### config.mk
export PLATFORM = sky130hd
export DESIGN_NAME = axis_adc_averager
export DESIGN_NICKNAME = d
export VERILOG_FILES = /design/src/rtl/adc_pkg.sv /design/src/rtl/adc_avg_accum.sv /design/src/rtl/axis_adc_averager.sv
export SDC_FILE = /design/constraint.sdc
export NUM_CORES = 1
export LEC_CHECK = 0
export ABC_AREA = 0
export CAP_MARGIN = 20
export CORE_ASPECT_RATIO = 1.75
export CORE_MARGIN = 2
export CORE_UTILIZATION = 30
export DETAILED_ROUTE_END_ITERATION = 12
export PLACE_DENSITY = 0.5
export SLEW_MARGIN = 20
export SYNTH_ARGS = -nofsm -noshare
export SYNTH_HDL_FRONTEND = slang
export SYNTH_SLANG_ARGS = --single-unit
### constraint.sdc
create_clock -name aclk -period 5.75 [get_ports aclk]
set_input_delay 1.15 -clock aclk [delete_from_list [all_inputs] [get_ports aclk]]
set_output_delay 1.15 -clock aclk [all_outputs]
set_load 0.005 [all_outputs]
### src/rtl/adc_pkg.sv
// Shared definitions for the SPI ADC conversion stream: word field layout and averager state type.
// Latency: none (package).
// Backpressure: none (package).
package adc_pkg;

    localparam int SAMPLE_WIDTH = 24;
    localparam int CM_WIDTH     = 8;
    localparam int SAMPLE_MSB   = 31;
    localparam int SAMPLE_LSB   = 8;
    localparam int CM_MSB       = 7;
    localparam int WORD_WIDTH   = SAMPLE_MSB + 1;

    // Conversion word as produced by the SPI ADC front end: [31:8] sample, [7:0] common-mode byte.
    typedef struct packed {
        logic [SAMPLE_WIDTH-1:0] sample;
        logic [CM_WIDTH-1:0]     cm;
    } conv_word_t;

    typedef enum logic {
        ST_IDLE  = 1'b0,
        ST_ACCUM = 1'b1
    } avg_state_t;

    // Averaging exponent limited to what the accumulator can hold.
    function automatic logic [3:0] clamp_k(input logic [3:0] k, input int max_k);
        if (int'(k) > max_k) begin
            return 4'(max_k);
        end
        return k;
    endfunction

endpackage

### src/rtl/adc_avg_accum.sv
// Block accumulator: sums 2^k signed samples, latches k at block start, emits rounded/shifted average.
// Latency: combinational result/block_done on the final handshake of a block.
// Backpressure: none; sample_vld is an already-qualified handshake strobe.
// Ports: aclk/aresetn, enable (low flushes the partial block), log2_avg, sample_vld, sample,
//        block_done (strobe on final sample), result (24-bit average, valid with block_done).
// Build option: ADC_AVG_ROUND_EN adds 2^(k-1) before the shift (round half up); otherwise floor.
module adc_avg_accum
    import adc_pkg::*;
#(
    parameter int MAX_LOG2_AVG = 8
) (
    input  logic                    aclk,
    input  logic                    aresetn,
    input  logic                    enable,
    input  logic [3:0]              log2_avg,
    input  logic                    sample_vld,
    input  logic [SAMPLE_WIDTH-1:0] sample,
    output logic                    block_done,
    output logic [SAMPLE_WIDTH-1:0] result
);

    localparam int AW = SAMPLE_WIDTH + MAX_LOG2_AVG;
    localparam int CW = MAX_LOG2_AVG + 1;

    avg_state_t             state_q, state_d;
    logic                   flush;
    logic signed [AW-1:0]   acc_q;
    logic signed [AW-1:0]   acc_sum;
    logic signed [AW-1:0]   rnd_add;
    logic signed [AW-1:0]   acc_rnd;
    logic signed [AW-1:0]   acc_shift;
    logic [CW-1:0]          cnt_q;
    logic [CW-1:0]          last_idx;
    logic [3:0]             k_q;
    logic [3:0]             k_eff;

    always_ff @(posedge aclk or negedge aresetn) begin
        if (!aresetn) begin
            state_q <= ST_IDLE;
        end else begin
            state_q <= state_d;
        end
    end

    // Mode tracking; flush holds the accumulator empty whenever streaming is disabled,
    // including the cycle enable falls so the partial block is dropped at once.
    always_comb begin
        state_d = state_q;
        flush   = 1'b1;
        case (state_q)
            ST_IDLE: begin
                if (enable) begin
                    state_d = ST_ACCUM;
                    flush   = 1'b0;
                end
            end
            ST_ACCUM: begin
                if (!enable) begin
                    state_d = ST_IDLE;
                end else begin
                    flush = 1'b0;
                end
            end
            default: state_d = ST_IDLE;
        endcase
    end

    always_comb begin
        // The first sample of a block uses the live exponent; later ones use the latched copy.
        k_eff    = (cnt_q == '0) ? clamp_k(log2_avg, MAX_LOG2_AVG) : k_q;
        last_idx = (CW'(1) << k_eff) - CW'(1);
        block_done = sample_vld && (cnt_q == last_idx);
        acc_sum  = acc_q + AW'($signed(sample));
`ifdef ADC_AVG_ROUND_EN
        rnd_add  = (k_eff == 4'd0) ? '0 : $signed(AW'(1) << (k_eff - 4'd1));
`else
        rnd_add  = '0;
`endif
        acc_rnd   = acc_sum + rnd_add;
        acc_shift = acc_rnd >>> k_eff;
        result    = acc_shift[SAMPLE_WIDTH-1:0];
    end

    always_ff @(posedge aclk or negedge aresetn) begin
        if (!aresetn) begin
            acc_q <= '0;
            cnt_q <= '0;
            k_q   <= '0;
        end else if (flush) begin
            acc_q <= '0;
            cnt_q <= '0;
            k_q   <= '0;
        end else if (sample_vld) begin
            if (cnt_q == '0) begin
                k_q <= k_eff;
            end
            if (block_done) begin
                acc_q <= '0;
                cnt_q <= '0;
            end else begin
                acc_q <= acc_sum;
                cnt_q <= cnt_q + CW'(1);
            end
        end
    end

endmodule

### src/rtl/axis_adc_averager.sv
// AXI-Stream ADC block averager: one averaged word per 2^k samples, tlast every PACKET_LEN words.
// Latency: m_axis_tvalid rises the cycle after a block's final input handshake.
// Backpressure: single output register, no skid; input stalls only while it is full and m_axis_tready=0.
// Ports: aclk/aresetn, enable, log2_avg, s_axis_* (conversion words in), m_axis_* (averaged words out).
// Build option: ADC_AVG_ROUND_EN selects round-half-up averaging instead of floor.
module axis_adc_averager
    import adc_pkg::*;
#(
    parameter int MAX_LOG2_AVG = 8,
    parameter int PACKET_LEN   = 256
) (
    input  logic        aclk,
    input  logic        aresetn,
    input  logic        enable,
    input  logic [3:0]  log2_avg,
    input  logic [31:0] s_axis_tdata,
    input  logic        s_axis_tvalid,
    output logic        s_axis_tready,
    output logic [31:0] m_axis_tdata,
    output logic        m_axis_tvalid,
    output logic        m_axis_tlast,
    input  logic        m_axis_tready
);

    localparam int PW = (PACKET_LEN > 1) ? $clog2(PACKET_LEN) : 1;

    conv_word_t              in_word;
    logic                    s_hs;
    logic                    block_done;
    logic [SAMPLE_WIDTH-1:0] result;
    logic [PW-1:0]           pkt_q;
    logic                    pkt_last;

    assign in_word       = s_axis_tdata;
    assign s_axis_tready = aresetn & enable & (~m_axis_tvalid | m_axis_tready);
    assign s_hs          = s_axis_tvalid & s_axis_tready;
    assign pkt_last      = (pkt_q == PW'(PACKET_LEN - 1));

    adc_avg_accum #(
        .MAX_LOG2_AVG (MAX_LOG2_AVG)
    ) u_accum (
        .aclk       (aclk),
        .aresetn    (aresetn),
        .enable     (enable),
        .log2_avg   (log2_avg),
        .sample_vld (s_hs),
        .sample     (in_word.sample),
        .block_done (block_done),
        .result     (result)
    );

    always_ff @(posedge aclk or negedge aresetn) begin
        if (!aresetn) begin
            m_axis_tdata  <= '0;
            m_axis_tvalid <= 1'b0;
            m_axis_tlast  <= 1'b0;
            pkt_q         <= '0;
        end else begin
            if (block_done) begin
                m_axis_tdata  <= {result, in_word.cm};
                m_axis_tvalid <= 1'b1;
                m_axis_tlast  <= pkt_last;
                pkt_q         <= pkt_last ? '0 : pkt_q + PW'(1);
            end else begin
                if (m_axis_tready) begin
                    m_axis_tvalid <= 1'b0;
                end
                // A pending word keeps its tlast; only the count restarts.
                if (!enable) begin
                    pkt_q <= '0;
                end
            end
        end
    end

endmodule

==> reports/metrics.yaml, run 1 <==
sta:
  fin_crit_sh: 0.855
  slew_headroom: 0.437
  finalCriticalPeriod_ps: 4920
  fmaxAchievable_mhz: 203
  grt_setup_unrepaired: "false"
  setup_viol: 0
  fin_setup_tns_ps: 0
  finalClockSkew_ps: 9.68
  tightest_slew_ps: 844
  slew_viol_final: 0
  hold_viol: 0
pwr:
  p_seq_frac: 0.355
  leakage_nw: 3.66
  powerDensity_nw_per_um2: 207
  max-vdd-ir-drop_uv: 138
  p_sw_frac: 0.364
  p_sw_w: 0.000653
  pwr-share-clk: 0.341
  p_int_w: 0.00114
  pwr-share-comb: 0.304
  p_total_w: 0.00179
grt:
  grt_max_degree: 69
  grt-ovfl-total: 0
  grt_pass1_vias: 7294
  grt_pass1_wl_um: 40100
  track_usage: 0.203
  antenna_found_initial: 0
drt:
  via_count: 7106
  drc_errors: 0
  firstDrtPassIters: 5
  via_per_inst: 5.64
  ant_nets: 0
  drtIter0Drc: 435
  wirelength_um: 25300
  detail_route.wl_per_cell_um: 20.0
synth:
  synth_most_common_cell: "nand2_1"
  synth_top_cells_by_area: "dfrtp_1 (30%), ha_1 (6.0%), nand2_1 (5.5%)"
  ys_ff_latch: 87
  synth-simple-area-share: 0.194
  synth_xor_area_frac: 0.0520
  synthArstFlopShare: 1.00
  muxShareOfSynthArea: 0.0579
  netlist_top_cells_count: "nand2_1 (107), dfrtp_1 (87), o21ai_0 (79), a21oi_1 (66), nor2_1 (66)"
  synth_compound_area_frac: 0.292
  yosys.area.top_type: "dfrtp_1"
  netlist_area_um2: 7240
  synth-edff-count: 0
  synth_fa_ha_area_frac: 0.0632
  synth_top_family_by_area: "compound AO/OA/AOI/OAI gates"
  synthCells: 888
  syn-num-nets: 965
  synth_cell_type_count: 75
  avgSynthCellArea_um2: 8.16
  ys_seq_area_frac: 0.301
  ys.flop_type: "dfrtp_1"
  yosysTopAreaCellShare: 0.301
  synth-warning-count: 0
worst_setup_path:
  rrSetupSlack_ps: 870
  reg2reg_depth: 18
  end_kind: "flip-flop"
  crit_chain: "clkdlybuf4s50_1 > ha_1 > fa_1 > a211oi_1 > o211ai_1 > a211oi_1 > buf_4 > o31ai_1 > xnor2_1 > o2bb2ai_1 > a221oi_1 > mux2i_1 > a221oi_1 > a21oi_1"
  cp_max_fo: 8
  cp-startpoint: "s_axis_tdata[8]"
  cp_slowest_stage_delay_ps: 480
  start_kind: "input port"
  cp_slowest_cell: "xnor2_1"
  r2r_start: "u_accum.cnt_q[0]$_DFFE_PN0P_"
  cp.arrival_ps: 5160
  worst-setup-path-type: "input port to flip-flop"
  rr_endpoint: "pkt_q[3]$_DFFE_PN0P_"
  required_ps: 5990
placement:
  dp_hpwl_um: 19600
  gp_congestion: 0.871
  port_buffers: 75
layout:
  num_antenna_cells: 0
  drive_above_1_share: 0.0818
  multiInputGateArea_um2: 4790
  syn2layout_area_growth_pct: 19.6
  fin_nets: 1025
  seqCellArea_um2: 2180
  fillCellCount: 2536
outcome:
  status: "finished clean"
clock_network:
  ctsHoldBuffers: 0
  cts_tree: "done"
  cts.sinks: 87
  cts_setup_buffers: 0
  htreeDepth: 3
  clk_latency_ps: 370
  clk_pin_slew_ps: 70
  cts_resized: 0
  clockBufferDepth: 2
  numCtsBuffers: 9
  cts_root_buf: "clkbuf_16"
min_path:
  hold_class: "flip-flop to flip-flop"
  holdPathEnd: "m_axis_tdata[11]$_DFFE_PN0P_"
  hold_depth: 2
  min-delay-start: "m_axis_tdata[11]$_DFFE_PN0P_"
floorplan:
  ioPinCount: 76
  initial_core_util: 0.304
  dieArea_um2: 25500
  die-width_um: 121
  coreArea_um2: 23800
  fp-row-count: 75
  die_y_um: 210
run:
  drv_cap: 0
-- power groups by stage --
stage | logic [W] | registers (W) | clock network (W)
finish | 0.000546 | 0.000636 | 0.000611
global route | 0.000597 | 0.000638 | 0.000649
CTS | 0.000543 | 0.000636 | 0.000631
detailed placement | 0.000540 | 0.000648 | 0
global placement | 0.000543 | 0.000648 | 0
floorplan | 0.000345 | 0.000645 | 0
-- cells by family (layout without fill, tap and decap cells) --
family | after synthesis | in the layout
adder cells (fa/ha/maj) | 36 | 36
AO/OA/AOI/OAI | 319 | 319
multiplexers | 40 | 40
buffers and inverters | 71 | 136
XOR/XNOR | 43 | 43
flip-flops | 87 | 87
AND/OR/NAND/NOR | 292 | 292
-- through the flow --
stage | instance area (µm²) | worst slack (ps) | std cells | util | hold slack (ps)
after floorplan | 7240 | 1050 | 888 | - | 454
after global placement | 8360 | 466 | 1245 | 0.351 | 469
after detailed placement | 8360 | 477 | 1245 | 0.351 | 475
after CTS | 8660 | 842 | 1261 | 0.363 | 493
after global routing | 8660 | 437 | 1261 | 0.363 | 522
final | 8660 | 834 | 1261 | 0.363 | 485
-- critical path, delay by kind of cell --
family                     cells  cell delay [ps]
AOI/OAI and AO/OA              8             1980
xor gates and xnor gates       1              480
adders and majority gates      2              670
buffers and inverters          2              640
muxes                          1              260
-- registers in the layout, summed over array words and instances (netlist names) --
name	cells
m_axis_tvalid	1
u_accum.k_q	4
m_axis_tlast	1
m_axis_tdata	32
pkt_q	8
u_accum.acc_q	32
u_accum.cnt_q	9
-- metal layers --
layer  vias up  wire length (µm)  track usage
li1       3428                 -            -
met1      3442              9900        0.224
met3        63               771       0.0258
met4         0              1030        0.103
met2       173             13500        0.373
met5         -                 0            0
-- cells in the final DEF (no fill, tap or decap), drive strengths merged, types with 4 or more instances in the layout --
cell,n
and3,12
o31ai,7
ha,35
o211ai,11
clkdlybuf4s50,74
xnor2,21
nand2,107
o221ai,5
nor2,69
and2,4
o22ai,17
nor4,12
xor2,22
a21boi,6
o21a,7
or2,7
mux2,15
a21oi,66
a2111oi,5
a22oi,9
mux2i,25
inv,26
dfrtp,87
a21o,8
o21ai,85
nand4,10
clkbuf,10
a22o,24
nand3,22
or3,6
a211oi,19
o21bai,6
a221oi,4
buf,23
a31oi,8
nor3,18
nand2b,12
-- worst max-delay path by stage --
stage / cells past startpoint / endpoint
5_1_grt: 18 / pkt_q[3]$_DFFE_PN0P_
4_1_cts: 14 / m_axis_tdata[26]$_DFFE_PN0P_
3_5_place_dp: 14 / m_axis_tdata[26]$_DFFE_PN0P_
2_1_floorplan: 18 / m_axis_tdata[26]$_DFFE_PN0P_
3_3_place_gp: 14 / m_axis_tdata[26]$_DFFE_PN0P_
6_report: 14 / m_axis_tdata[26]$_DFFE_PN0P_
-- area by class of cell --
| class | count | share of cell area |
|---|---|---|
| clock buffer | 10 | 0.0276 |
| clock inverter | 6 | 0.00708 |
| inverter | 23 | 0.00997 |
| multi-input combinational | 730 | 0.553 |
| sequential | 87 | 0.251 |
| tap | 308 | 0.0445 |
| timing repair buffer | 97 | 0.107 |
Note: power is estimated with default switching activity, not from simulation.
==> run 2, diff against run 1 <==
- CORE_UTILIZATION: 30 -> 50
- PLACE_DENSITY: 0.5 -> 0.74
==> run 2 against run 1 <==
- worst hold slack better by 2.6 ps
- power down 0.30%
- global-route usage up 8.9 points
- first-iteration DRC count up 23%
- fmax down 2.6%
- clock skew up 2.9 ps
- non-clock buffer count down 2
- final cell count down 10%
- setup slack worse by 130 ps
==> reports/metrics.yaml, run 2 (same netlist as run 1, synthesis figures left out) <==
sta:
  finalCriticalPeriod_ps: 5050  # +130 ps
  tightest_slew_ps: 808  # -36.5 ps
  fin_ws_ps: 704  # -130 ps
  slew_viol_final: 0  # unchanged
  fin_setup_tns_ps: 0  # unchanged
  fmaxAchievable_mhz: 198  # -2.6%
  setup_viol: 0  # unchanged
  holdWs_ps: 488  # +2.63 ps
  fin_crit_sh: 0.877  # +0.0226
  slew_headroom: 0.460  # +0.0232
  finalClockSkew_ps: 12.5  # +2.86 ps
  grt_setup_unrepaired: "false"
  hold_viol: 0  # unchanged
worst_setup_path:
  cpLargestDelayFamily: "compound AO/OA/AOI/OAI gates"
  start_kind: "input port"
  crit_chain: "clkdlybuf4s50_1 > ha_1 > fa_1 > a211oi_1 > o21ai_0 > a211oi_1 > o21ai_0 > a41oi_1 > xor2_1 > mux2_2 > o21ai_0 > a2111oi_2 > nor3_1"
  cp_slowest_cell: "a211oi_1"
  rrSetupSlack_ps: 710  # -160 ps
  reg2reg_depth: 17  # -1
  cpMostUsedCell: "o21ai_0"
  rr_endpoint: "m_axis_tdata[17]$_DFFE_PN0P_"
  cp_max_fo: 6  # -2
  worst-setup-path-type: "input port to flip-flop"
  critPathBufInv: 1  # -1
  cp.arrival_ps: 5280  # +120 ps
  required_ps: 5980  # about the same
  r2r_start: "u_accum.cnt_q[0]$_DFFE_PN0P_"
  end_kind: "flip-flop"
  cp_slowest_stage_delay_ps: 520  # +40 ps
floorplan:
  coreArea_um2: 14300  # -40%
  die_y_um: 163  # -22%
  dieArea_um2: 15500  # -39%
  fp-row-count: 58  # -23%
  initial_core_util: 0.507  # +0.203
  die-width_um: 95.0  # -22%
  ioPinCount: 76  # unchanged
pwr:
  max-vdd-ir-drop_uv: 152  # +9.8%
  leakage_nw: 3.65  # -0.24%
  powerDensity_nw_per_um2: 211  # +1.7%
placement:
  dp_hpwl_um: 16700  # -15%
  pre_cts_slack_ps: 413  # -64.4 ps
  port_buffers: 75  # unchanged
  gp_congestion: 1.00  # +15%
  dp.cells: 1115  # -10%
min_path:
  hold_class: "flip-flop to flip-flop"
  min-delay-start: "m_axis_tdata[15]$_DFFE_PN0P_"
  holdPathEnd: "m_axis_tdata[15]$_DFFE_PN0P_"
  hold_depth: 2  # unchanged
layout:
  layoutNonFillerInstCount: 1131  # -10%
  final_common_cell: "nand2_1"
  drive_above_1_share: 0.0799  # -0.00193
  most-common-layout-cells: "nand2_1 (107), dfrtp_1 (87), o21ai_0 (79)"
  reg_top3: "m_axis_tdata: 32 flops, u_accum.acc_q: 32 flops, u_accum.cnt_q: 9 flops"
  fin_nets: 1023  # -0.20%
  num_antenna_cells: 0  # unchanged
  final_util: 0.594  # +0.230
  syn2layout_area_growth_pct: 17.2
drt:
  firstDrtPassIters: 5  # unchanged
  ant_nets: 0  # unchanged
  detail_route.wl_per_cell_um: 19.5  # -2.6%
  drc_errors: 0  # unchanged
  drtIter0Drc: 537  # +23%
  via_per_inst: 6.35  # +13%
  wirelength_um: 22100  # -13%
  via_count: 7185  # +1.1%
clock_network:
  cts_root_buf: "clkbuf_16"
  cts_tree: "done"
  cts_setup_buffers: 0  # unchanged
  cts_resized: 0  # unchanged
  ctsHoldBuffers: 0  # unchanged
  clk_pin_slew_ps: 70  # about the same
  htreeDepth: 3  # unchanged
  cts.sinks: 87  # unchanged
  clockBufferDepth: 2  # unchanged
  numCtsBuffers: 9  # unchanged
  clk_latency_ps: 360  # about the same
grt:
  busiest_layer: "met2"
  grt_max_degree: 59  # -14%
  grtUsageMet2: 0.505  # +0.133
  grt.met3_usage: 0.0346  # +0.00878
  grt_pass1_vias: 7048  # -3.4%
  antenna_found_initial: 0  # unchanged
  grt_pass1_wl_um: 35700  # -11%
  track_usage: 0.291  # +0.0886
  grt-ovfl-total: 0  # unchanged
  grt_use_met1: 0.346  # +0.122
outcome:
  status: "finished clean"
run:
  drv_cap: 0  # unchanged
run 2: where the power goes:
| group | leakage [nW] | switching (W) | internal, W | total, W |
|---|---|---|---|---|
| registers | 1.19 | 0.0000114 | 0.000625 | 0.000636 |
| logic | 2.31 | 0.000331 | 0.000197 | 0.000528 |
| clock network | 0.152 | 0.000311 | 0.000313 | 0.000623 |
| total | 3.65 | 0.000654 | 0.00113 | 0.00179 |
run 2: how the worst max path moves through the flow:
stage                                         endpoint                         start  depth (start not counted)  slack, ps
final                     m_axis_tdata[24]$_DFFE_PN0P_               s_axis_tdata[8]                         13        700
after global routing              pkt_q[3]$_DFFE_PN0P_  u_accum.cnt_q[0]$_DFFE_PN0P_                         20        300
after CTS                         pkt_q[5]$_DFFE_PN0P_  u_accum.cnt_q[0]$_DFFE_PN0P_                         18        750
after detailed placement          pkt_q[5]$_DFFE_PN0P_                   log2_avg[3]                         16        410
after global placement    m_axis_tdata[24]$_DFFE_PN0P_               s_axis_tdata[8]                         13        540
after floorplan           m_axis_tdata[26]$_DFFE_PN0P_                   log2_avg[3]                         18       1050
run 2: through the flow:
stage / power, W / area (µm²)
finish: 0.00179 / 8490
detailed placement: 0.00116 / 8180
CTS: 0.00178 / 8490
floorplan: 0.000990 / 7240
global route: 0.00187 / 8490
global placement: 0.00116 / 8180
run 2: tightest hold or removal path: cells and delay by family (launching register included):
kind               cells  cell delay, ps
and+or+nand+nor        1              50
DFF                    1             350
AOI/OAI and AO/OA      1              50
run 2: cell type report:
| type | count | area, µm² |
|---|---|---|
| Fill cell | 1302 | 5810 |
| Multi-Input combinational cell | 730 | 4790 |
| Sequential cell | 87 | 2180 |
| Timing Repair Buffer | 95 | 898 |
| Clock buffer | 9 | 225 |
| Tap cell | 180 | 225 |
| Clock inverter | 7 | 88.8 |
| Inverter | 23 | 86.3 |
run 2: per-layer routing:
metal | share of wire | vias up
met5 | 0 | -
met4 | 0.049 | 0
met3 | 0.045 | 73
met2 | 0.50 | 220
met1 | 0.40 | 3449
li1 | - | 3443
==> run 3, diff against run 2 <==
- SYNTH_HIERARCHICAL: default -> 1
==> run 3 against run 2 <==
- combinational power up 0.9%
- sequential power is 0.8% lower
- highest routed layer unchanged
- largest cell class unchanged
- clock power decreased by 4.8%
- largest power group unchanged
- synthesized cell count shrank 2.4%
==> reports/metrics.yaml, run 3 <==
outcome:
  status: "finished clean"
floorplan:
  die_y_um: 165  # +0.89%
  fp-row-count: 58  # unchanged
  ioPinCount: 76  # unchanged
  coreArea_um2: 14400  # +0.51%
  initial_core_util: 0.513  # +0.00667
  dieArea_um2: 15800  # +1.8%
  die-width_um: 95.8  # +0.87%
sta:
  grt_setup_unrepaired: "false"
  tightest_slew_ps: 954  # +147 ps
  finalCriticalPeriod_ps: 5020  # -26.3 ps
  finalClockSkew_ps: 18.6  # +6.09 ps
  fin_setup_tns_ps: 0  # unchanged
  slew_viol_final: 0  # unchanged
  fin_ws_ps: 731  # +26.3 ps
  slew_headroom: 0.364  # -0.0966
  fin_crit_sh: 0.873  # -0.00457
  hold_viol: 0  # unchanged
  fmaxAchievable_mhz: 199  # +0.52%
  setup_viol: 0  # unchanged
pwr:
  max-vdd-ir-drop_uv: 150  # -1.1%
  leakage_nw: 3.80  # +4.1%
  powerDensity_nw_per_um2: 204  # -3.1%
worst_setup_path:
  crit_chain: "clkdlybuf4s50_1 > nor4_4 > a21oi_2 > or3_1 > ha_1 > a2111oi_0 > a21oi_1 > xnor2_1 > or3_1 > a311oi_4 > buf_4 > mux2_2"
  cp_max_fo: 16  # +10
  start_kind: "input port"
  critPathBufInv: 2  # +1
  worst-setup-path-type: "input port to flip-flop"
  required_ps: 5990  # about the same
  cpMostUsedCell: "or3_1"
  end_kind: "flip-flop"
  cpLargestDelayFamily: "simple AND/OR/NAND/NOR gates"
  cp_slowest_cell: "clkdlybuf4s50_1"
  cp.arrival_ps: 5260  # -20 ps
  cp_slowest_stage_delay_ps: 570  # +50 ps
synth:
  synth-simple-area-share: 0.185  # -0.00857
  avgSynthCellArea_um2: 8.51  # +4.3%
  muxShareOfSynthArea: 0.0794  # +0.0215
  synth_top_family_by_area: "compound AO/OA/AOI/OAI gates"
  ys_seq_area_frac: 0.295  # -0.00540
  yosys.area.top_type: "dfrtp_1"
  synth_fa_ha_area_frac: 0.0621  # -0.00114
  synthArstFlopShare: 1.00  # unchanged
  synth-edff-count: 0  # unchanged
  synth_top_cells_by_area: "dfrtp_1 (30%), ha_1 (5.9%), mux2_2 (5.2%)"
  ys_ff_latch: 87  # unchanged
  synth_xor_area_frac: 0.0439  # -0.00806
  yosysTopAreaCellShare: 0.295  # -0.00540
  netlist_top_cells_count: "nand2_1 (99), dfrtp_1 (87), o21ai_0 (62), a21oi_1 (61), nor2_1 (49)"
  synth-warning-count: 6  # +6
  syn-num-nets: 944  # -2.2%
  synth_compound_area_frac: 0.291  # -0.00117
  ys.flop_type: "dfrtp_1"
  synth_cell_type_count: 78  # +4.0%
  netlist_area_um2: 7380  # +1.8%
  synthCells: 867  # -2.4%
  synth_most_common_cell: "nand2_1"
clock_network:
  htreeDepth: 3  # unchanged
  clk_pin_slew_ps: 70  # about the same
  cts_resized: 0  # unchanged
  ctsHoldBuffers: 0  # unchanged
  cts_tree: "done"
  cts.sinks: 87  # unchanged
  numCtsBuffers: 9  # unchanged
  clk_latency_ps: 360  # about the same
  cts_root_buf: "clkbuf_16"
  clockBufferDepth: 2  # unchanged
  cts_setup_buffers: 0  # unchanged
layout:
  drive_above_1_share: 0.109  # +0.0293
  fillCellCount: 1276  # -2.0%
  layoutNonFillerInstCount: 1105  # -2.3%
  reg_top3: "m_axis_tdata: 32 flops, u_accum/acc_q: 32 flops, u_accum/cnt_q: 9 flops"
  syn2layout_area_growth_pct: 16.7
  num_antenna_cells: 0  # unchanged
  final_common_cell: "nand2_1"
  fin_nets: 997  # -2.5%
  most-common-layout-cells: "nand2_1 (99), dfrtp_1 (87), clkdlybuf4s50_1 (74)"
drt:
  wirelength_um: 21400  # -2.8%
  via_per_inst: 6.45  # +1.6%
  drc_errors: 0  # unchanged
  ant_nets: 0  # unchanged
  firstDrtPassIters: 5  # unchanged
  via_count: 7131  # -0.75%
  detail_route.wl_per_cell_um: 19.4  # -0.48%
  drtIter0Drc: 551  # +2.6%
grt:
  track_usage: 0.283  # -0.00786
  grt_pass1_wl_um: 35100  # -1.5%
  grt-ovfl-total: 0  # unchanged
  grt_pass1_vias: 6959  # -1.3%
  antenna_found_initial: 0  # unchanged
  grt_max_degree: 57  # -3.4%
min_path:
  hold_class: "flip-flop to flip-flop"
placement:
  dp.cells: 1089  # -2.3%
  gp_congestion: 0.954  # -4.6%
  port_buffers: 75  # unchanged
  dp_hpwl_um: 16200  # -3.0%
  pre_cts_slack_ps: 392  # -20.5 ps
run:
  drv_cap: 0  # unchanged
-- run 3: cell types whose count changed after synthesis, moves of 8 or more --
cell / change
a21o_1: +8
a221o_1: +8
and2_1: +14
mux2_2: +19
nand2_1: -8
nor2_1: -17
o211ai_1: +8
o21ai_0: -17
o22ai_1: -12
xor2_1: -9
-- run 3: final timing paths --
check                           slack [ps]                           from  cells past startpoint                            end
worst max-delay path                   730                    log2_avg[3]                     12   m_axis_tdata[20]$_DFFE_PN0P_
worst min-delay path                   490  u_accum/acc_q[16]$_DFFE_PN0P_                      2  u_accum/acc_q[16]$_DFFE_PN0P_
worst max register to register         810   u_accum/cnt_q[0]$_DFFE_PN0P_                     14   m_axis_tdata[20]$_DFFE_PN0P_
worst min register to register         490  u_accum/acc_q[16]$_DFFE_PN0P_                      2  u_accum/acc_q[16]$_DFFE_PN0P_
max in group asynchronous             3940                        aresetn                      2  u_accum/acc_q[25]$_DFFE_PN0P_
min in group asynchronous              750                        aresetn                      1   u_accum/cnt_q[7]$_DFFE_PN0P_
-- run 3: worst reg2reg max path: stages, from the launching register on --
cell       delay (ps)
dfrtp_1           480
inv_1             100
ha_1              170
or4b_1            590
o21ai_0           290
nand2_1           180
or3_1             380
ha_1              320
a2111oi_0         410
a21oi_1           100
xnor2_1           150
or3_1             450
a311oi_4          510
buf_4             330
mux2_2            360
-- run 3: cells by family after synthesis --
group | count (synthesis)
flip-flops | 87
buffers and inverters | 74
AND/OR/NAND/NOR | 270
adder cells (fa/ha/maj) | 36
multiplexers | 53
XOR/XNOR | 37
AO/OA/AOI/OAI | 310
-- run 3: per-layer routing --
layer | share of wire | up-vias | GRT usage
met4 | 0.049 | 0 | 0.143
met2 | 0.52 | 258 | 0.496
li1 | - | 3395 | -
met5 | 0 | - | 0
met3 | 0.044 | 74 | 0.0328
met1 | 0.39 | 3404 | 0.336
-- run 3: where the power goes --
group | internal, W | switching (W)
clock | 0.000305 | 0.000288
combinational | 0.000208 | 0.000325
sequential | 0.000622 | 0.00000838
total | 0.00114 | 0.000621
-- run 3: per-stage QoR --
step	util	hold slack, ps	area [µm²]	power, W
final	0.599	487	8610	0.00176
after detailed placement	0.579	476	8310	0.00116
after floorplan	-	454	7380	0.000995
after global placement	0.579	467	8310	0.00116
after global routing	0.599	520	8610	0.00184
after CTS	0.599	489	8610	0.00176
-- run 3: final cells by class --
class	count	area (µm²)	area share
clock inverter	7	71.3	0.00828
timing repair buffer	100	948	0.110
tap	180	225	0.0262
multi-input combinational	706	4900	0.569
inverter	16	60.1	0.00697
clock buffer	9	225	0.0262
sequential	87	2180	0.253
